File: src/rtl/conv_engine.sv
// ---------------------------------------------------------------------------
// conv_engine
//   Sequential unsigned linear convolution engine.
//   y[n] = sum_{k=kmin..kmax} x[k] * h[n-k],  n = 0 .. Nx+Nh-2
//   kmin = max(0, n-Nh+1), kmax = min(n, Nx-1)
//
//   Each output takes L+3 cycles (L = kmax-kmin+1):
//     SETUP (1) -> MAC (L) -> DRAIN (1) -> WRITE (1)
//
// Ports
//   clk           : clock, all logic on posedge
//   rst           : synchronous active-high reset
//   start_i       : one-cycle start request (ignored while busy_o)
//   size_x_i      : Nx, number of x samples (sampled on accepted start)
//   size_h_i      : Nh, number of h samples (sampled on accepted start)
//   mem_x_addr_o  : x memory read address
//   mem_x_data_i  : x read data, valid one cycle after the address
//   mem_h_addr_o  : h memory read address
//   mem_h_data_i  : h read data, valid one cycle after the address
//   mem_y_we_o    : y memory write enable (one pulse per output)
//   mem_y_addr_o  : y write address (n)
//   mem_y_data_o  : y write data (accumulator)
//   busy_o        : high in SETUP/MAC/DRAIN/WRITE
//   done_o        : sticky completion flag, cleared by the next accepted start
// ---------------------------------------------------------------------------
module conv_engine #(
    parameter int DATA_WIDTH = 8,
    parameter int ADDR_WIDTH = 5,
    parameter int ACC_WIDTH  = 2*DATA_WIDTH + ADDR_WIDTH
) (
    input  logic                  clk,
    input  logic                  rst,
    input  logic                  start_i,
    input  logic [ADDR_WIDTH-1:0] size_x_i,
    input  logic [ADDR_WIDTH-1:0] size_h_i,
    output logic [ADDR_WIDTH-1:0] mem_x_addr_o,
    input  logic [DATA_WIDTH-1:0] mem_x_data_i,
    output logic [ADDR_WIDTH-1:0] mem_h_addr_o,
    input  logic [DATA_WIDTH-1:0] mem_h_data_i,
    output logic                  mem_y_we_o,
    output logic [ADDR_WIDTH:0]   mem_y_addr_o,
    output logic [ACC_WIDTH-1:0]  mem_y_data_o,
    output logic                  busy_o,
    output logic                  done_o
);

    localparam int NW = ADDR_WIDTH + 1;
    localparam int PW = 2 * DATA_WIDTH;

    typedef enum logic [2:0] {
        IDLE,
        SETUP,
        MAC,
        DRAIN,
        WRITE,
        DONE
    } state_t;

    state_t                state;
    logic [ADDR_WIDTH-1:0] nx;
    logic [ADDR_WIDTH-1:0] nh;
    logic [NW-1:0]         n;
    logic [ADDR_WIDTH-1:0] k;
    logic [ADDR_WIDTH-1:0] kmax;
    logic [ACC_WIDTH-1:0]  acc;
    // Set for the cycle after a MAC cycle: the memory data on the inputs
    // belongs to the address issued in that MAC cycle and must be summed.
    logic                  pend;

    logic [NW-1:0]         nx_ext;
    logic [NW-1:0]         nh_ext;
    logic [NW-1:0]         last_n;
    logic [ADDR_WIDTH-1:0] kmin_c;
    logic [ADDR_WIDTH-1:0] kmax_c;
    logic [ADDR_WIDTH-1:0] k_nxt;
    logic [ADDR_WIDTH-1:0] h_nxt;
    logic [PW-1:0]         prod;
    logic [ACC_WIDTH-1:0]  prod_ext;
    logic [ACC_WIDTH-1:0]  acc_sum;

    always_comb begin
        nx_ext = {1'b0, nx};
        nh_ext = {1'b0, nh};
        last_n = NW'(nx_ext + nh_ext - NW'(2));

        if (n >= nh_ext)
            kmin_c = ADDR_WIDTH'(n - nh_ext + NW'(1));
        else
            kmin_c = '0;

        if (n < nx_ext)
            kmax_c = ADDR_WIDTH'(n);
        else
            kmax_c = nx - ADDR_WIDTH'(1);

        // Address pair for the next MAC cycle: first term from SETUP,
        // successive terms while stepping through MAC.
        if (state == SETUP)
            k_nxt = kmin_c;
        else
            k_nxt = k + ADDR_WIDTH'(1);
        h_nxt = ADDR_WIDTH'(n - {1'b0, k_nxt});

        prod     = PW'(mem_x_data_i) * PW'(mem_h_data_i);
        prod_ext = ACC_WIDTH'(prod);
        if (pend)
            acc_sum = acc + prod_ext;
        else
            acc_sum = acc;
    end

    always_ff @(posedge clk) begin
        if (rst) begin
            state        <= IDLE;
            nx           <= '0;
            nh           <= '0;
            n            <= '0;
            k            <= '0;
            kmax         <= '0;
            acc          <= '0;
            pend         <= 1'b0;
            mem_x_addr_o <= '0;
            mem_h_addr_o <= '0;
            mem_y_we_o   <= 1'b0;
            mem_y_addr_o <= '0;
            mem_y_data_o <= '0;
            busy_o       <= 1'b0;
            done_o       <= 1'b0;
        end else begin
            mem_y_we_o <= 1'b0;
            pend       <= (state == MAC);
            acc        <= acc_sum;

            case (state)
                IDLE, DONE: begin
                    if (start_i) begin
                        nx <= size_x_i;
                        nh <= size_h_i;
                        n  <= '0;
                        if (size_x_i == '0 || size_h_i == '0) begin
                            state  <= DONE;
                            done_o <= 1'b1;
                        end else begin
                            state  <= SETUP;
                            busy_o <= 1'b1;
                            done_o <= 1'b0;
                        end
                    end
                end

                SETUP: begin
                    acc          <= '0;
                    k            <= k_nxt;
                    kmax         <= kmax_c;
                    mem_x_addr_o <= k_nxt;
                    mem_h_addr_o <= h_nxt;
                    state        <= MAC;
                end

                MAC: begin
                    if (k == kmax) begin
                        state <= DRAIN;
                    end else begin
                        k            <= k_nxt;
                        mem_x_addr_o <= k_nxt;
                        mem_h_addr_o <= h_nxt;
                    end
                end

                DRAIN: begin
                    // acc_sum already includes the last product here.
                    mem_y_we_o   <= 1'b1;
                    mem_y_addr_o <= n;
                    mem_y_data_o <= acc_sum;
                    state        <= WRITE;
                end

                WRITE: begin
                    if (n == last_n) begin
                        state  <= DONE;
                        busy_o <= 1'b0;
                        done_o <= 1'b1;
                    end else begin
                        n     <= n + NW'(1);
                        state <= SETUP;
                    end
                end

                default: begin
                    state  <= IDLE;
                    busy_o <= 1'b0;
                end
            endcase
        end
    end

endmodule

File: config.mk
export PLATFORM = sky130hd
export DESIGN_NAME = conv_engine
export DESIGN_NICKNAME = d
export VERILOG_FILES = /design/src/rtl/conv_engine.sv
export SDC_FILE = /design/constraint.sdc
export NUM_CORES = 1
export LEC_CHECK = 0
export BUFFER_PORTS_ARGS = -buffer_cell sky130_fd_sc_hd__buf_2
export CAP_MARGIN = 20
export CORE_UTILIZATION = 56
export DETAILED_ROUTE_END_ITERATION = 8
export PLACE_DENSITY = 0.76
export RECOVER_POWER = 25
export SETUP_SLACK_MARGIN = 0.02
export SYNTH_ARGS = -nofsm -noshare
export SYNTH_HDL_FRONTEND = slang
export SYNTH_SLANG_ARGS = --single-unit
File: constraint.sdc
create_clock -name clk -period 5.75 [get_ports clk]
set_clock_uncertainty 0.15 [all_clocks]
set_input_delay 0.575 -clock clk [delete_from_list [all_inputs] [get_ports clk]]
set_output_delay 0.575 -clock clk [all_outputs]
set_load 0.03 [all_outputs]
==> flow_summary_export.csv, run 1 <==
group,metric,value,unit
outcome,status,"complete, but fails checks",
outcome,violations,"capacitance limit, slew limit",
route,drtIter0Drc,325,
cells_and_area,area_growth,9.83,%
cts,cts_tree,"yes",
min_path,hold_class,"reg2reg",
die,die_area,13500,um^2
yosys,synth_area_per_cell,8.31,um^2
cells_and_area,most-common-layout-cells,"137 x inv_1, 90 x nand2_1, 86 x dfxtp_1, 71 x ha_1, 60 x nor2_1",
yosys,synth_edf_count,0,
run,drv_cap,1,
yosys,ys_seq_elements,86,
power_and_ir_drop,ir_drop,0.336,mV
sta,rsz0062_at_grt,"false",
sta,tightest_slew,3070,ps
route,via_per_inst,5.52,
yosys,yosys_warnings,0,
sta,slew_headroom,-1.05,
cts,postCtsSetupBuffers,0,
cts,clk_latency,360,ps
grt,grt_pass1_vias,5853,
cells_and_area,final_common_cell,"inv_1",
grt,overflow,0,
yosys,synthesis.nets,1030,
route,ant_nets,0,
sta,finalCritPeriodShare,0.878,
grt,grt_pass1_wl,28.0,mm
yosys,seq_area_frac_synth,0.236,
sta,whs,304,ps
sta,tns,0,ps
cells_and_area,fillers,1142,
worst_setup_path,critPathArrivalTime,5000,ps
yosys,syn_inst,876,
worst_setup_path,required,5700,ps
placement,dp_cells,1088,
cts,numCtsBuffers,9,
cells_and_area,fin_nets,1081,
cts,clock_path_buffers,2,
die,dieHeight,116,um
cts,cts_hold_buffers,0,
sta,final-max-slew-violation-count,66,
cts,clk_pin_slew_worst_paths,70,ps
route,detail_route.wl_per_cell,14.9,um
sta,max_freq,0.198,GHz
sta,setup_viol,0,
sta,fin_ws,700,ps
yosys,synth_area,7280,um^2
cts,htree_levels,3,
cells_and_area,drive_above_1_share,0.0708,
yosys,synth_cell_type_count,56,
route,drt-pass1-iter-count,5,
sta,min_period,5050,ps
die,initial_utilization,0.575,
worst_setup_path,cp-end-kind,"flop",
cts,post_cts_resized,0,
yosys,async_flop_share,0,
die,ios,69,
cts,clock-sinks,86,
grt,grt_usage,0.266,
yosys,synthFlopType,"dfxtp_1",
grt,antenna_found_initial,0,
power_and_ir_drop,power_density,423,nW/um^2
placement,place_ws,456,ps
placement,gp_congestion,0.829,
cells_and_area,final-instance-count-excl-fill,1104,
worst_setup_path,cp_max_fo,8,
route,vias,6095,
yosys,yosys.area.top_type_share,0.236,
cts,cts-root-buf,"clkbuf_16",
route,totalWireLength,16.4,mm
placement,numPortBuffers,68,
power_and_ir_drop,p_leak,3.61,nW
worst_setup_path,crit_type,"in2reg",
die,fp-row-count,41,
die,core_area,12700,um^2
yosys,yosysTopAreaCell,"dfxtp_1",
die,die_w,116,um
route,drc,0,
worst_setup_path,cp-start-kind,"input pin",
yosys,synthTopCellsByArea,"dfxtp_1 24%, fa_1 15%, ha_1 12%",
cells_and_area,postLayoutCoreUtil,0.631,
cells_and_area,antennaDiodeCount,0,
sta,hold_viol_final,0,
placement,hpwl,12.6,mm
grt,grt_max_degree,66,
## path summary, 6_finish.rpt
path	startpoint	endpoint	slack [ps]	depth (start not counted)
setup / recovery	mem_x_data_i[1]	mem_y_data_o[19]	700	15
hold reg to reg	nh[2]	nh[2]	300	2
hold / removal	nh[2]	nh[2]	300	2
setup reg to reg	acc[6]	mem_y_data_o[19]	940	15
## report_power, final
group          switching, mW  total, mW  internal (mW)
sequential             0.120      0.825          0.705
clock                  0.266      0.578          0.312
combinational           1.19       1.98          0.786
## metal layers
| layer | global-route usage | wire length [um] |
|---|---|---|
| met3 | 0.0356 | 647 |
| met5 | 0 | 0 |
| met4 | 0.0872 | 210 |
| met1 | 0.373 | 8120 |
| met2 | 0.423 | 7430 |
## worst max-delay path, stage by stage
cell and delay [ps]:
buf_2 140, and2_1 190, fa_1 530, fa_1 540
fa_1 550, inv_1 60, fa_1 520, inv_1 50
ha_1 410, o211ai_1 130, a21oi_1 280, o2111ai_1 220
a21boi_0 450, o211ai_1 150, nor4b_1 200
## area by class of cell
cell class                      instances  area, um^2  area share
Clock buffer                           10         239      0.0299
Clock inverter                          6        52.6     0.00657
Inverter                              137         514      0.0643
Multi-Input combinational cell        621        4920       0.616
Sequential cell                        86        1720       0.215
Tap cell                              172         215      0.0269
Timing Repair Buffer                   72         329      0.0412
## cells by family after synthesis
kind of cell,synth area share
mux,0.0302
fa+ha+maj,0.270
flops,0.236
xor+xnor,0.0428
compound gates,0.148
buf+inv,0.0882
simple gates,0.184
## flip-flops by register name, summed over array words and instances (netlist names)
register,flops
acc,21
busy_o,1
done_o,1
k,5
kmax,5
mem_h_addr_o,5
mem_y_addr_o,6
mem_y_data_o,21
mem_y_we_o,1
n,6
nh,5
nx,5
pend,1
state,3
## synthesized netlist by cell type, types with 20 or more instances
cell / number
a211oi_1: 25
a21oi_1: 58
and2_1: 38
clkbuf_1: 25
dfxtp_1: 86
fa_1: 54
ha_1: 71
inv_1: 137
mux2i_1: 22
nand2_1: 90
nor2_1: 61
nor3_1: 20
## per-stage QoR
step	power (mW)	instance area, um^2
after floorplan	2.36	7280
after global placement	2.75	7750
after detailed placement	2.79	7750
after CTS	3.38	8040
after global routing	3.69	8000
final	3.38	8000
Note: power is estimated with default switching activity, not from simulation.
==> inputs of run 2 (changes only) <==
--- a/config.mk
+++ b/config.mk
@@ -10,4 +10,5 @@
 export CORE_UTILIZATION = 56
 export DETAILED_ROUTE_END_ITERATION = 8
+export GPL_TIMING_DRIVEN = 1
 export PLACE_DENSITY = 0.76
 export RECOVER_POWER = 25
==> constraint.sdc (replaced) <==
create_clock -name clk -period 5.75 [get_ports clk]
set_clock_uncertainty 0.15 [all_clocks]
set_input_delay 1.4375 -clock clk [delete_from_list [all_inputs] [get_ports clk]]
set_output_delay 1.4375 -clock clk [all_outputs]
set_load 0.03 [all_outputs]
==> run 2 against run 1 <==
The run still ends with capacitance limit, slew limit left. First-iteration DRC count grew 2.2%. Non-clock buffer count grew 34. Cell count grew 3.1%. Register-to-register slack gained 300 ps. Fmax shrank 9.2%. Worst hold slack gained 2.8 ps. Critical path type unchanged. Largest power group unchanged.
==> flow_summary_export.csv, run 2 (synthesized netlist as in run 1, its figures left out) <==
group,metric,value,unit
outcome,status,"complete, but fails checks",
outcome,violations,"capacitance limit, slew limit",
grt,overflow,0,
worst_setup_path,cp_slowest_cell,"fa_1",
die,core_area,12700,um^2
cells_and_area,multi_input_comb_area,4960,um^2
worst_setup_path,crit_type,"in2reg",
cells_and_area,top_regs,"acc: 21 flops, mem_y_data_o: 21 flops",
cells_and_area,most-common-layout-cells,"137 x inv_1, 90 x nand2_1, 86 x dfxtp_1, 70 x ha_1, 60 x nor2_1",
worst_setup_path,crit_path_max_incr_delay,580,ps
power_and_ir_drop,total_power,3.54,mW
placement,gp_congestion,0.898,
worst_setup_path,required,5800,ps
placement,numPortBuffers,68,
cells_and_area,area_growth,14.2,%
min_path,hold_class,"reg2reg",
placement,hpwl,13.1,mm
sta,min_period,5560,ps
placement,dp_cells,1121,
cells_and_area,ff_latch_area,1720,um^2
route,drtIter0Drc,332,
route,vias,6204,
die,die_w,116,um
power_and_ir_drop,ir_drop,0.288,mV
cts,clock-sinks,86,
die,fp-row-count,41,
grt,grt_max_degree,46,
cells_and_area,fillers,1099,
sta,hold_viol_final,0,
cells_and_area,final-instance-count-excl-fill,1138,
worst_setup_path,cp-end-kind,"flop",
route,detail_route.wl_per_cell,15.0,um
cts,cts_tree,"yes",
die,ios,69,
worst_setup_path,path_buf_inv,3,
sta,finalCritPeriodShare,0.968,
cells_and_area,fin_nets,1115,
power_and_ir_drop,power_density,426,nW/um^2
sta,setup_viol,0,
cts,numCtsBuffers,9,
worst_setup_path,crit_family,"adder cells",
grt,grt_pass1_vias,5844,
worst_setup_path,crit_chain,"buf_2 > and2_1 > fa_1 > fa_1 > fa_1 > inv_1 > fa_1 > inv_1 > ha_4 > a21o_1 > nand3_2 > a311o_1 > o221ai_2 > mux2i_2 > a311oi_1",
worst_setup_path,critPathArrivalTime,5620,ps
cts,clock_path_buffers,2,
placement,placed_area,8010,um^2
die,die_area,13500,um^2
die,dieHeight,116,um
sta,slew_headroom,-0.157,
route,totalWireLength,17.0,mm
sta,final-max-slew-violation-count,38,
grt,grt_pass1_wl,28.4,mm
worst_setup_path,cp_max_fo,7,
route,drt-pass1-iter-count,4,
power_and_ir_drop,p_leak,3.82,nW
cells_and_area,final_common_cell,"inv_1",
cells_and_area,drive_above_1_share,0.119,
grt,antenna_found_initial,0,
grt,grt_usage,0.272,
cells_and_area,finalInstanceArea,8320,um^2
route,drc,0,
cts,clk_pin_slew_worst_paths,70,ps
run,drv_cap,1,
cts,cts-root-buf,"clkbuf_16",
worst_setup_path,cpMostUsedCell,"fa_1",
sta,tightest_slew,1740,ps
cells_and_area,antennaDiodeCount,0,
worst_setup_path,cp-start-kind,"input pin",
cts,clk_latency,350,ps
cts,htree_levels,3,
cts,postCtsSetupBuffers,0,
route,via_per_inst,5.45,
die,initial_utilization,0.575,
sta,max_freq,0.180,GHz
route,ant_nets,0,
run 2: changes by cell type in the layout (fill, tap and decap cells not counted), sizes merged:
cell	before	now
buf	41	84
clkbuf	41	33
inv	140	139
run 2: power breakdown:
group          internal [mW]  switching, mW
clock network          0.320          0.259
logic                  0.901           1.24
registers              0.705          0.119
total                   1.93           1.61
run 2: worst register-to-register path, stage by stage (launching register included):
cell and delay (ps):
dfxtp_1 330, inv_1 80, fa_1 530, inv_1 50, fa_1 490, inv_1 50, fa_1 480, fa_1 560
inv_1 50, ha_1 300, o211ai_1 180, a21oi_1 90, buf_4 150, o211a_1 220, or3_1 320, a31oi_2 220
a211oi_1 110
run 2: path summary, 6_finish.rpt:
check	from	end	slack, ps	depth (start not counted)
min reg2reg	mem_y_addr_o[2]	mem_y_addr_o[2]	310	2
max	mem_h_data_i[5]	mem_y_data_o[17]	190	15
min	mem_y_addr_o[2]	mem_y_addr_o[2]	310	2
max reg2reg	acc[6]	mem_y_data_o[11]	1240	16
run 2: metrics by stage:
| step | setup TNS [ps] | hold slack, ps | setup WS, ps | utilization |
|---|---|---|---|---|
| floorplan | 0 | 286 | 168 | - |
| global placement | -483 | 291 | -74.8 | 0.632 |
| detailed placement | -1130 | 296 | -166 | 0.632 |
| CTS | 0 | 306 | 197 | 0.655 |
| global route | -23.6 | 331 | -23.6 | 0.656 |
| finish | 0 | 306 | 186 | 0.656 |
run 2: what timing repair did:
action / in CTS / in global routing
setup endpoints to repair: 0 / 5
hold buffers: 0 / 0
resized for setup: 0 / 7
run 2: area by class of cell:
type,count,share of cell area
sequential,86,0.207
inverter,137,0.0618
timing repair buffer,106,0.0728
multi-input combinational,621,0.597
tap,172,0.0259
clock buffer,11,0.0304
clock inverter,5,0.00497
run 2: per-layer routing:
layer	track usage	vias up	wire length [um]
met5	0	-	0
met1	0.381	2926	8040
met3	0.0361	26	769
met2	0.431	161	7930
li1	-	3091	-
met4	0.0932	0	306
==> inputs of run 3 (changes only) <==
Settings changed: RECOVER_POWER 25 to unset.
==> run 3 against run 2 <==
The run now ends clean. Via count decreased by 0.42%. Combinational power about the same. Fmax about the same. Clock-buffer cell count unchanged. Setup slack got worse by 4.7 ps. Cell count unchanged. Sequential power about the same. Clock power about the same. Non-clock buffer count unchanged. Worst hold slack got worse by 2.9 ps.
==> flow_summary_export.csv, run 3 (synthesized netlist as in run 1, its figures left out) <==
group,metric,value,unit
min_path,min_delay_path_depth,2,
placement,hpwl,13.1,mm
route,drtIter0Drc,316,
power_and_ir_drop,p_leak,3.92,nW
worst_setup_path,r2r_cells,16,
die,fp-row-count,41,
cts,numCtsBuffers,9,
route,drt-pass1-iter-count,4,
sta,tns,0,ps
route,totalWireLength,17.0,mm
placement,numPortBuffers,68,
grt,grt_max_degree,46,
sta,finalCritPeriodShare,0.969,
min_path,hold_class,"reg2reg",
die,die_area,13500,um^2
die,dieHeight,116,um
cells_and_area,antennaDiodeCount,0,
worst_setup_path,required,5800,ps
die,core_area,12700,um^2
sta,fin_ws,181,ps
sta,hold_viol_final,0,
power_and_ir_drop,ir_drop,0.288,mV
cells_and_area,most-common-layout-cells,"137 x inv_1, 90 x nand2_1, 86 x dfxtp_1, 70 x ha_1, 68 x buf_2",
power_and_ir_drop,power_density,424,nW/um^2
placement,dp_cells,1121,
cts,cts_tree,"yes",
cells_and_area,top_regs,"acc: 21 flops, mem_y_data_o: 21 flops",
min_path,whs_endpoint,"mem_y_addr_o[2]",
cts,cts-root-buf,"clkbuf_16",
worst_setup_path,cp-start-kind,"input pin",
worst_setup_path,cp_max_fo,7,
worst_setup_path,rrSetupSlack,1240,ps
outcome,status,"finished, final reports clean",
cts,clock-sinks,86,
sta,setup_viol,0,
grt,grt_pass1_wl,28.4,mm
die,initial_utilization,0.575,
cells_and_area,postLayoutCoreUtil,0.660,
power_and_ir_drop,total_power,3.55,mW
worst_setup_path,cp-end-kind,"flop",
route,detail_route.wl_per_cell,15.0,um
sta,slew_headroom,0.410,
cells_and_area,final-instance-count-excl-fill,1138,
placement,gp_congestion,0.898,
route,ant_nets,0,
cells_and_area,drive_above_1_share,0.142,
sta,tightest_slew,885,ps
worst_setup_path,reg2reg_to,"mem_y_data_o[11]",
cells_and_area,fillers,1081,
route,vias,6178,
route,drc,0,
sta,max_freq,0.180,GHz
grt,antenna_found_initial,0,
worst_setup_path,crit_type,"in2reg",
cts,clk_latency,350,ps
grt,grt_pass1_vias,5844,
run,drv_cap,0,
cts,clock_path_buffers,2,
cts,htree_levels,3,
placement,place_ws,-166,ps
cells_and_area,final_common_cell,"inv_1",
worst_setup_path,critPathArrivalTime,5620,ps
min_path,hold_start,"mem_y_addr_o[2]",
grt,overflow,0,
cells_and_area,area_growth,14.9,%
grt,grt_usage,0.272,
sta,min_period,5570,ps
die,ios,69,
cells_and_area,fin_nets,1115,
worst_setup_path,r2r_start,"acc[6]",
cts,clk_pin_slew_worst_paths,60,ps
die,die_w,116,um
sta,final-max-slew-violation-count,0,
route,via_per_inst,5.43,
## run 3: worst max path at each step
stage / from / depth (start not counted) / end / slack [ps]
after floorplan: mem_h_data_i[1] / 16 / mem_y_data_o[19] / 170
after global placement: mem_x_data_i[1] / 15 / mem_y_data_o[11] / -70
after detailed placement: mem_x_data_i[3] / 16 / mem_y_data_o[19] / -170
after CTS: mem_x_data_i[3] / 15 / mem_y_data_o[17] / 200
after global routing: mem_x_data_i[5] / 18 / mem_y_data_o[13] / -30
final: mem_h_data_i[5] / 15 / mem_y_data_o[17] / 180
## run 3: timing repair
| action | in CTS | in global routing |
|---|---|---|
| setup endpoints to repair | 0 | 5 |
| gates resized for setup | 0 | 7 |
| setup buffers | 0 | 0 |
| hold buffers | 0 | 0 |
## run 3: area by class of cell
type | instances | area, um^2 | area share
timing repair buffer | 106 | 658 | 0.0786
tap | 172 | 215 | 0.0257
clock inverter | 5 | 41.3 | 0.00493
clock buffer | 11 | 253 | 0.0302
inverter | 137 | 514 | 0.0615
sequential | 86 | 1720 | 0.206
multi-input combinational | 621 | 4960 | 0.593
## run 3: per-layer routing
metal	global-route usage	part of all wire	vias up
met3	0.0361	0.044	26
met5	0	0	-
li1	-	-	3092
met1	0.381	0.47	2905
met4	0.0932	0.018	0
met2	0.431	0.46	155
## run 3: per-stage QoR
stage          instance area [um^2]  hold WS (ps)
4_1_cts                        8300           306
2_1_floorplan                  7280           286
6_report                       8370           304
3_5_place_dp                   8010           296
3_3_place_gp                   8010           291
5_1_grt                        8370           331
## run 3: worst max-delay path, stage by stage
cell and delay (ps):
buf_2 140, and2_1 180, fa_1 580, fa_1 450, fa_1 560, inv_1 60
fa_1 530, inv_1 60, ha_4 280, a21o_1 170, nand3_2 110, a311o_1 430
o221ai_2 240, mux2i_2 270, a311oi_1 110
## run 3: power by group
group,internal (mW),switching (mW),leakage [nW]
combinational,0.911,1.24,3.08
clock,0.320,0.259,0.139
sequential,0.704,0.119,0.698
total,1.94,1.61,3.92
